$ cat src/rtl/conv_layer_sequencer.sv
`default_nettype none
// ============================================================================
//  Module      : conv_layer_sequencer
//  Description : Runs one convolution layer row by row across the parallel
//                edge-detection engines. For each output row it pulses the
//                shared engine start, collects every engine's done, snapshots
//                all results into a shadow buffer and streams them to the
//                feature-map write port with a valid/ready handshake.
//  Revision    : 1.0 - initial release
// ============================================================================
module conv_layer_sequencer #(
    parameter int DATA_WIDTH      = 16,
    parameter int NUM_ENGINES     = 4,
    parameter int OUTS_PER_ENGINE = 24,
    parameter int NUM_ROWS        = 24,
    parameter int ADDR_WIDTH      = 12,
    parameter int BASE_ADDR       = 0,
    parameter int TIMEOUT_CYCLES  = 4096
) (
    input  logic                                              clk,
    input  logic                                              rst,
    input  logic                                              layer_start,
    output logic                                              layer_busy,
    output logic                                              layer_done,
    output logic                                              layer_err,
    output logic                                              eng_start,
    input  logic [NUM_ENGINES-1:0]                            eng_done,
    input  logic [NUM_ENGINES*OUTS_PER_ENGINE*DATA_WIDTH-1:0] eng_data,
    output logic                                              wr_valid,
    input  logic                                              wr_ready,
    output logic [ADDR_WIDTH-1:0]                             wr_addr,
    output logic [DATA_WIDTH-1:0]                             wr_data
);

    // ------------------------------------------------------------------------
    // Derived sizes and constants
    // ------------------------------------------------------------------------
    localparam int c_WORDS = NUM_ENGINES * OUTS_PER_ENGINE;
    localparam int c_K_W   = (c_WORDS > 1) ? $clog2(c_WORDS) : 1;
    localparam int c_ROW_W = (NUM_ROWS > 1) ? $clog2(NUM_ROWS) : 1;
    localparam int c_TO_W  = (TIMEOUT_CYCLES > 1) ? $clog2(TIMEOUT_CYCLES) : 1;

    localparam logic [c_K_W-1:0]      c_K_LAST     = c_K_W'(c_WORDS - 1);
    localparam logic [c_ROW_W-1:0]    c_ROW_LAST   = c_ROW_W'(NUM_ROWS - 1);
    localparam logic [c_TO_W-1:0]     c_TO_LAST    = c_TO_W'(TIMEOUT_CYCLES - 1);
    localparam logic [ADDR_WIDTH-1:0] c_BASE       = ADDR_WIDTH'(BASE_ADDR);
    localparam logic [ADDR_WIDTH-1:0] c_ROW_STRIDE = ADDR_WIDTH'(c_WORDS);

    // State encoding
    localparam logic [2:0] c_ST_IDLE    = 3'd0;
    localparam logic [2:0] c_ST_START   = 3'd1;
    localparam logic [2:0] c_ST_WAIT    = 3'd2;
    localparam logic [2:0] c_ST_CAPTURE = 3'd3;
    localparam logic [2:0] c_ST_DRAIN   = 3'd4;
    localparam logic [2:0] c_ST_NEXT    = 3'd5;
    localparam logic [2:0] c_ST_DONE    = 3'd6;

    // ------------------------------------------------------------------------
    // Registers
    // ------------------------------------------------------------------------
    logic [2:0]             r_state;
    logic [c_ROW_W-1:0]     r_row;
    logic [c_K_W-1:0]       r_k;
    logic [c_TO_W-1:0]      r_to_cnt;
    logic [NUM_ENGINES-1:0] r_done_seen;
    logic [DATA_WIDTH-1:0]  r_shadow [c_WORDS];

    logic                   r_layer_busy;
    logic                   r_layer_done;
    logic                   r_layer_err;
    logic                   r_eng_start;
    logic                   r_wr_valid;
    logic [ADDR_WIDTH-1:0]  r_wr_addr;
    logic [DATA_WIDTH-1:0]  r_wr_data;

    // ------------------------------------------------------------------------
    // Combinational helpers
    // ------------------------------------------------------------------------
    logic [DATA_WIDTH-1:0]  w_words [c_WORDS];
    logic                   w_all_done;
    logic [c_K_W-1:0]       w_k_next;
    logic [ADDR_WIDTH-1:0]  w_row_base;

    // Split the flat engine bus into individual result words (word k = engine*OUTS + index)
    generate
        for (genvar gi = 0; gi < c_WORDS; gi++) begin : g_unpack
            assign w_words[gi] = eng_data[gi*DATA_WIDTH +: DATA_WIDTH];
        end
    endgenerate

    // A done seen in an earlier WAIT cycle counts just like one arriving now
    assign w_all_done = &(r_done_seen | eng_done);
    assign w_k_next   = r_k + c_K_W'(1);
    // Address of word 0 of the current row; wraps naturally at ADDR_WIDTH
    assign w_row_base = c_BASE + (ADDR_WIDTH'(r_row) * c_ROW_STRIDE);

    // ------------------------------------------------------------------------
    // Shadow buffer: loaded only in CAPTURE so engines are free to change
    // their outputs while the row is being drained.
    // ------------------------------------------------------------------------
    // Snapshot all engine results once every engine has reported done
    always_ff @(posedge clk) begin
        if (r_state == c_ST_CAPTURE) begin
            for (int i = 0; i < c_WORDS; i++) begin
                r_shadow[i] <= w_words[i];
            end
        end
    end

    // ------------------------------------------------------------------------
    // Layer sequencing FSM with registered outputs
    // ------------------------------------------------------------------------
    // Row loop: start engines, collect done, capture, drain, advance
    always_ff @(posedge clk) begin
        if (rst) begin
            r_state      <= c_ST_IDLE;
            r_row        <= '0;
            r_k          <= '0;
            r_to_cnt     <= '0;
            r_done_seen  <= '0;
            r_layer_busy <= 1'b0;
            r_layer_done <= 1'b0;
            r_layer_err  <= 1'b0;
            r_eng_start  <= 1'b0;
            r_wr_valid   <= 1'b0;
            r_wr_addr    <= '0;
            r_wr_data    <= '0;
        end else begin
            case (r_state)
                c_ST_IDLE: begin
                    if (layer_start) begin
                        r_row        <= '0;
                        r_done_seen  <= '0;
                        r_layer_err  <= 1'b0;
                        r_layer_busy <= 1'b1;
                        r_eng_start  <= 1'b1;
                        r_state      <= c_ST_START;
                    end
                end

                c_ST_START: begin
                    // eng_start was raised on entry, so it lasts exactly this cycle
                    r_eng_start <= 1'b0;
                    r_done_seen <= '0;
                    r_to_cnt    <= '0;
                    r_state     <= c_ST_WAIT;
                end

                c_ST_WAIT: begin
                    r_done_seen <= r_done_seen | eng_done;
                    if (w_all_done) begin
                        r_state <= c_ST_CAPTURE;
                    end else if (r_to_cnt == c_TO_LAST) begin
                        // Give up on this layer; no writes are issued for the row
                        r_layer_err  <= 1'b1;
                        r_layer_done <= 1'b1;
                        r_state      <= c_ST_DONE;
                    end else begin
                        r_to_cnt <= r_to_cnt + c_TO_W'(1);
                    end
                end

                c_ST_CAPTURE: begin
                    // Word 0 comes straight from the bus being captured this cycle
                    r_k        <= '0;
                    r_wr_addr  <= w_row_base;
                    r_wr_data  <= w_words[0];
                    r_wr_valid <= 1'b1;
                    r_state    <= c_ST_DRAIN;
                end

                c_ST_DRAIN: begin
                    // Without a handshake the presented word simply holds
                    if (wr_ready) begin
                        if (r_k == c_K_LAST) begin
                            r_wr_valid <= 1'b0;
                            r_state    <= c_ST_NEXT;
                        end else begin
                            r_k       <= w_k_next;
                            r_wr_addr <= r_wr_addr + ADDR_WIDTH'(1);
                            r_wr_data <= r_shadow[w_k_next];
                        end
                    end
                end

                c_ST_NEXT: begin
                    if (r_row == c_ROW_LAST) begin
                        r_layer_done <= 1'b1;
                        r_state      <= c_ST_DONE;
                    end else begin
                        r_row       <= r_row + c_ROW_W'(1);
                        r_eng_start <= 1'b1;
                        r_state     <= c_ST_START;
                    end
                end

                c_ST_DONE: begin
                    // layer_start seen here is dropped; IDLE accepts the next one
                    r_layer_done <= 1'b0;
                    r_layer_busy <= 1'b0;
                    r_state      <= c_ST_IDLE;
                end

                default: begin
                    r_eng_start  <= 1'b0;
                    r_wr_valid   <= 1'b0;
                    r_layer_done <= 1'b0;
                    r_layer_busy <= 1'b0;
                    r_state      <= c_ST_IDLE;
                end
            endcase
        end
    end

    // ------------------------------------------------------------------------
    // Outputs
    // ------------------------------------------------------------------------
    assign layer_busy = r_layer_busy;
    assign layer_done = r_layer_done;
    assign layer_err  = r_layer_err;
    assign eng_start  = r_eng_start;
    assign wr_valid   = r_wr_valid;
    assign wr_addr    = r_wr_addr;
    assign wr_data    = r_wr_data;

endmodule
`default_nettype wire

$ cat config.mk
export PLATFORM = sky130hd
export DESIGN_NAME = conv_layer_sequencer
export DESIGN_NICKNAME = d
export VERILOG_FILES = /design/src/rtl/conv_layer_sequencer.sv
export SDC_FILE = /design/constraint.sdc
export NUM_CORES = 2
export LEC_CHECK = 0
export ABC_AREA = 1
export BUFFER_PORTS_ARGS = -buffer_cell sky130_fd_sc_hd__buf_2
export CAP_MARGIN = 30
export CORE_AREA = 4 4 621 623
export CTS_BUF_LIST = sky130_fd_sc_hd__clkbuf_4 sky130_fd_sc_hd__clkbuf_8
export CTS_CLUSTER_DIAMETER = 60
export DETAILED_ROUTE_END_ITERATION = 8
export DIE_AREA = 0 0 625 627
export PLACE_DENSITY_LB_ADDON = 0.08
export SYNTH_ARGS = -nofsm -noshare
export SYNTH_HDL_FRONTEND = slang
export SYNTH_SLANG_ARGS = --single-unit
$ cat constraint.sdc
create_clock -name clk -period 224.9 [get_ports clk]
set_input_delay 33.735 -clock clk [delete_from_list [all_inputs] [get_ports clk]]
set_output_delay 33.735 -clock clk [all_outputs]
set_load 0.05 [all_outputs]
Yosys cells after proc, flatten, opt, wreduce, memory -nomap -nowiden:

Memory sizes are Yosys's and may differ from the RTL's.
Index checks and enable logic that the tools add are counted.

* register bits: 64
* bits in writable memories: 1536
* bits of input ports: 1544
* memories: 1

Memory list
* r_shadow: words 96, bits a word 16, rd ports 1, clocked after Yosys merged registers in 0, write ports 96, line 66 `logic [DATA_WIDTH-1:0] r_shadow [c_WORDS];`

* $add $sub $neg: 4
* multipliers: 1
* equality and inequality tests: 19
* muxes and demuxes: 39
* bitwise operators: 5
* reductions and logical operators: 21

Operators with widths (number)
* $mux 12: 4
* $pmux 12 s2: 2
* $mux 16: 2
* $pmux 16 s2: 1
* $add 12x1->12 const B: 2
* $mux 3: 6
* $ne 2x2->1 const B: 9
* $pmux 3 s6: 1
* $reduce_and 4->1: 4
* $reduce_and 3->1: 5
* $mux 7: 2
* $pmux 7 s2: 1
* $eq 12x12->1 const B: 1
* $pmux 4 s3: 1
* $mux 1: 10
* $mux 5: 2
* $pmux 5 s2: 1
* $reduce_or 5->1: 2
* $eq 3x3->1 const B: 3
* $pmux 1 s3: 3
* $reduce_bool 2->1: 4
* $reduce_or 4->1: 2
* $add 7x1->7 const B: 1
* $eq 7x7->1 const B: 1
* other kinds (13): 19

Longest topological paths before layout:

An unclocked memory read counts as a cell.

* depth after elaboration: 5
* depth in mapped cells: 18
* gate-level depth less buffers: 15

Worst setup path before layout:

Ideal clock, no wire load.

* kind: reg-to-reg
* start: register r_state[0]
* end: register r_k[3]
* data arrival time: 72.934 ns
* required time: 224.814 ns
* slack: 151.880 ns
* cell stages (with the launch flop): 11
* buffers on the path: 2
* period minus slack after synthesis: 73.020 ns
* path through: dfxtp_1 -> inv_1 -> nor2_1 -> inv_1 -> nor2_1 -> inv_1 -> a21oi_1 -> inv_1 -> buf_2 -> buf_2 -> a211oi_1

* word-level cells in the longest chain between the ends: 3
* elaborated cells between the ends (all ways): 7
* classes of those cells: 4 x eq/ne; 1 x mux; 2 x reduce/logical

RTL lines
* start, declared: line 61 `logic [2:0] r_state;`
* start signal, assigned: line 116 `r_state <= c_ST_IDLE;`
* start signal, assigned: line 137 `r_state <= c_ST_START;`
* start signal, assigned: line 146 `r_state <= c_ST_WAIT;`
* $eq 3x3->1 or $eq 3x2->1 (tied branches): line 129 `case (r_state)`
* $ne 2x2->1 (no line) or $reduce_bool 2->1 (tied branches)
* $reduce_and 3->1 (no line)
* end signal, assigned: line 179 `r_k <= w_k_next;`
* end, declared: line 63 `logic [c_K_W-1:0] r_k;`

Parallel ways exist; a longest one is shown, timed or not.
A chain may end at the register's enable or synchronous reset.

Worst setup path in the final report:

* start: register r_wr_data[5], in the netlist wr_data[5]
* end: output port wr_data[5]

RTL lines
* start, declared: line 74 `logic [DATA_WIDTH-1:0] r_wr_data;`
* start signal, assigned: line 167 `r_wr_data <= w_words[0];`
* start signal, assigned: line 181 `r_wr_data <= r_shadow[w_k_next];`
* end, declared: line 32 `output logic [DATA_WIDTH-1:0] wr_data`

No word-level cell between the ends.

==> run metrics <==
EDFF count, synth 1536; Max Cap Viol 0; largest net degree at the start of global routing 117; first drt pass iteration count 7; Synth warnings 0; routed vias approximately 54k; Placement Rows 227; Post-CTS Setup Bufs 0; post-synthesis cell type count 38; worst hold-check path type flip-flop to flip-flop; Iter 0 DRT Violations 4031; max-slew violation count 0; CP endpoint wr_data[5]; post-route cell area 0.0876 sq mm; placed inst area 0.0802 sq mm; CP Depth 1; global-route wire length before repair 498000 um; fin cells 13.2k; Net count, final 9269; Power per Cell Area 11.5 mW/mm^2; CP max stage delay between 400 and 500 ps; total CTS buffers 347; endpoints failing setup 0; setup TNS 0 ps; GRT Residual Overflow 0; fraction of registers with async set/reset 0%; P&R area growth vs syn 31.9%; Die X 625 um; R2R Setup Slk around 220000 ps; Tcrit/Tclk final 15.8%; Clock Sinks 1600; HPWL after detailed placement 290000 um; initial antenna violation count 577; hold path cells 2; crit path buf inv count 1; CTS max path bufs 4; cell count after synthesis slightly above 6k; Die ar. 0.392 sq mm; clock latency on the worst-skew pair 1060 ps; syn_nets 7586; CP max stage cell dfxtp_1; Max IR drop VDD 0.00563 mV; Root Driver clkbuf_8; Initial Utilization between 10% and 20%; Syn Area/Cell 11.0 sq um; CP Launch Point wr_data[5]$_SDFFE_PP0P_; WS Path Type flip-flop to output port; Final Critical Period 35560 ps; Clock Skew between 80 and 90 ps; Die Ht 627 um; status complete, no violations; Slew headroom 34.5%; drt wl/cell 29.1 um; Inst Count DP 12.4k; LEAKAGE 35.1 nW; DRC 0; number of global-route vias before repair 53.9k; Least-Margin Pin Slew 982 ps; io pins 1577; worst setup margin 189340 ps; CP required approximately 190000 ps; CTS tree built; reg2reg end wr_data[11]$_SDFFE_PP0P_; CP Data Arrival Time 1830 ps; Core Region 0.381 sq mm; GPL Wtd Cong 0.817; H-Tree Level Count 5; register area share after synthesis a little under three quarters; Startpoint Class flip-flop; Final Hold Fails 0; CP Cell Sequence buf_2; worst r2r src r_k[0]$_SDFFE_PP0P_; RSZ-0062 raised after global routing no; Synth Flop Type edfxtp_1; fmax 28.1 MHz; CP Capture Type output port; pre-CTS setup slack 188820 ps; port bufs 1576; routed wire length 383000 um; Antenna Nets Post-Route 0; Cell Area, Synth 0.0664 sq mm; post-CTS sizing 0; Top delay family on crit path flip-flops; Reg2Reg Depth 13; WHS between 400 and 500 ps; All-Layer GR Usage a little under a fifth; #FFs+latches synth roughly 1.6k; CP Max Fanout 2; clock transition at the registers of the reported paths 60 ps; Hold Buf Count CTS 0; Via-to-Cell Ratio between 4 and 5; layout cell share with drive strength beyond 1 28.1%
flip-flops by register name, summed over array words and instances, names as in the netlist, 3 cells and up:
name and cells:
r_shadow 1536, r_k 7, r_done_seen 4, r_row 5
wr_data 16, wr_addr 12, r_to_cnt 12, r_state 3
synth_stat cells, types with 2 or more instances:
cell type  instances  area [sq um]
clkinv_1           4          15.0
a211oi_1           9          67.6
nand2_1         1976          7420
nor2_1           451          1690
buf_2            166           831
a31oi_1            5          31.3
edfxtp_1        1536         46100
clkbuf_1         133           499
o211ai_1          26           195
xnor2_1            3          26.3
o21ai_0          270          1350
nor3b_1            2          15.0
nand3_1          773          3870
xor2_2             3          48.8
buf_1             29           109
nor4_1             2          12.5
nand4_1            8          50.1
inv_2              3          11.3
a21oi_1           54           270
dfxtp_1           64          1280
inv_1            390          1460
xor2_1             6          52.6
o221ai_1          64           561
a221oi_1           2          17.5
or2_2              2          12.5
buf_4             21           158
ha_1              11           138
nor3_1             8          40.0
routing by layer:
metal	vias up	share of wire, %	track usage [%]
met1	26000	40	22.3
met2	2437	50	33.0
li1	24200	-	-
met4	162	3.4	5.25
met5	-	0.27	0
met3	1213	6.6	4.75
how the worst min path moves through the flow:
stage | startpoint | to
final | layer_err$_SDFFE_PP0P_ | layer_err$_SDFFE_PP0P_
after CTS | wr_data[15]$_SDFFE_PP0P_ | wr_data[15]$_SDFFE_PP0P_
after global routing | wr_data[9]$_SDFFE_PP0P_ | wr_data[9]$_SDFFE_PP0P_
after detailed placement | wr_data[9]$_SDFFE_PP0P_ | wr_data[9]$_SDFFE_PP0P_
after floorplan | r_to_cnt[5]$_SDFFE_PP0P_ | r_to_cnt[5]$_SDFFE_PP0P_
after global placement | wr_data[6]$_SDFFE_PP0P_ | wr_data[6]$_SDFFE_PP0P_
cells by family (layout without fill, tap and decap cells):
family | Yosys count | in the layout | synth area share (%)
compound gates | 437 | 437 | 3.84
xor+xnor | 12 | 12 | 0.192
fa+ha+maj | 11 | 11 | 0.207
buf+inv | 746 | 2708 | 4.65
flops | 1600 | 1600 | 71.4
other cells | 0 | 127 | 0
simple gates | 3225 | 3225 | 19.8
where the power goes:
part           switching [W]  internal (W)
sequential        0.00000883      0.000357
clock               0.000151      0.000189
combinational       0.000235     0.0000696
final cells by class:
type,instances,area (sq um)
Timing Repair Buffer,1683,8960
Multi-Input combinational cell,3685,16000
Clock buffer,470,5780
Clock inverter,158,1340
Sequential cell,1600,47400
Antenna cell,127,318
Tap cell,5038,6300
Fill cell,41700,293000
Inverter,397,1510
through the flow:
step	util, %	total power (W)
6_report	23.0	0.00101
5_1_grt	23.0	0.00107
4_1_cts	22.9	0.00104
3_5_place_dp	21.0	0.000689
3_3_place_gp	21.0	0.000688
2_1_floorplan	-	0.000602
worst reg2reg max path: cells and delay by family (launching register included):
family	cells	cell delay (ps)
AOI/OAI and AO/OA	3	830
and+or+nand+nor	5	1170
buffers and inverters	5	3150
DFF	1	590
cell usage in the layout, fill, tap and decap left out, types with 10 or more instances in the layout:
| cell type | netlist | final |
|---|---|---|
| a21oi_1 | 54 | 54 |
| buf_2 | 166 | 1577 |
| buf_4 | 21 | 88 |
| bufinv_16 | 0 | 19 |
| clkbuf_4 | 0 | 111 |
| clkbuf_8 | 0 | 360 |
| clkinv_1 | 4 | 85 |
| clkinv_2 | 0 | 26 |
| clkinvlp_4 | 0 | 11 |
| dfxtp_1 | 64 | 63 |
| diode_2 | 0 | 127 |
| edfxtp_1 | 1536 | 1536 |
| ha_1 | 11 | 10 |
| inv_1 | 390 | 388 |
| inv_8 | 0 | 11 |
| nand2_1 | 1976 | 1975 |
| nand3_1 | 773 | 773 |
| nor2_1 | 451 | 449 |
| o211ai_1 | 26 | 26 |
| o21ai_0 | 270 | 269 |
| o221ai_1 | 64 | 64 |
No activity file was read; power rests on OpenSTA's default activity.
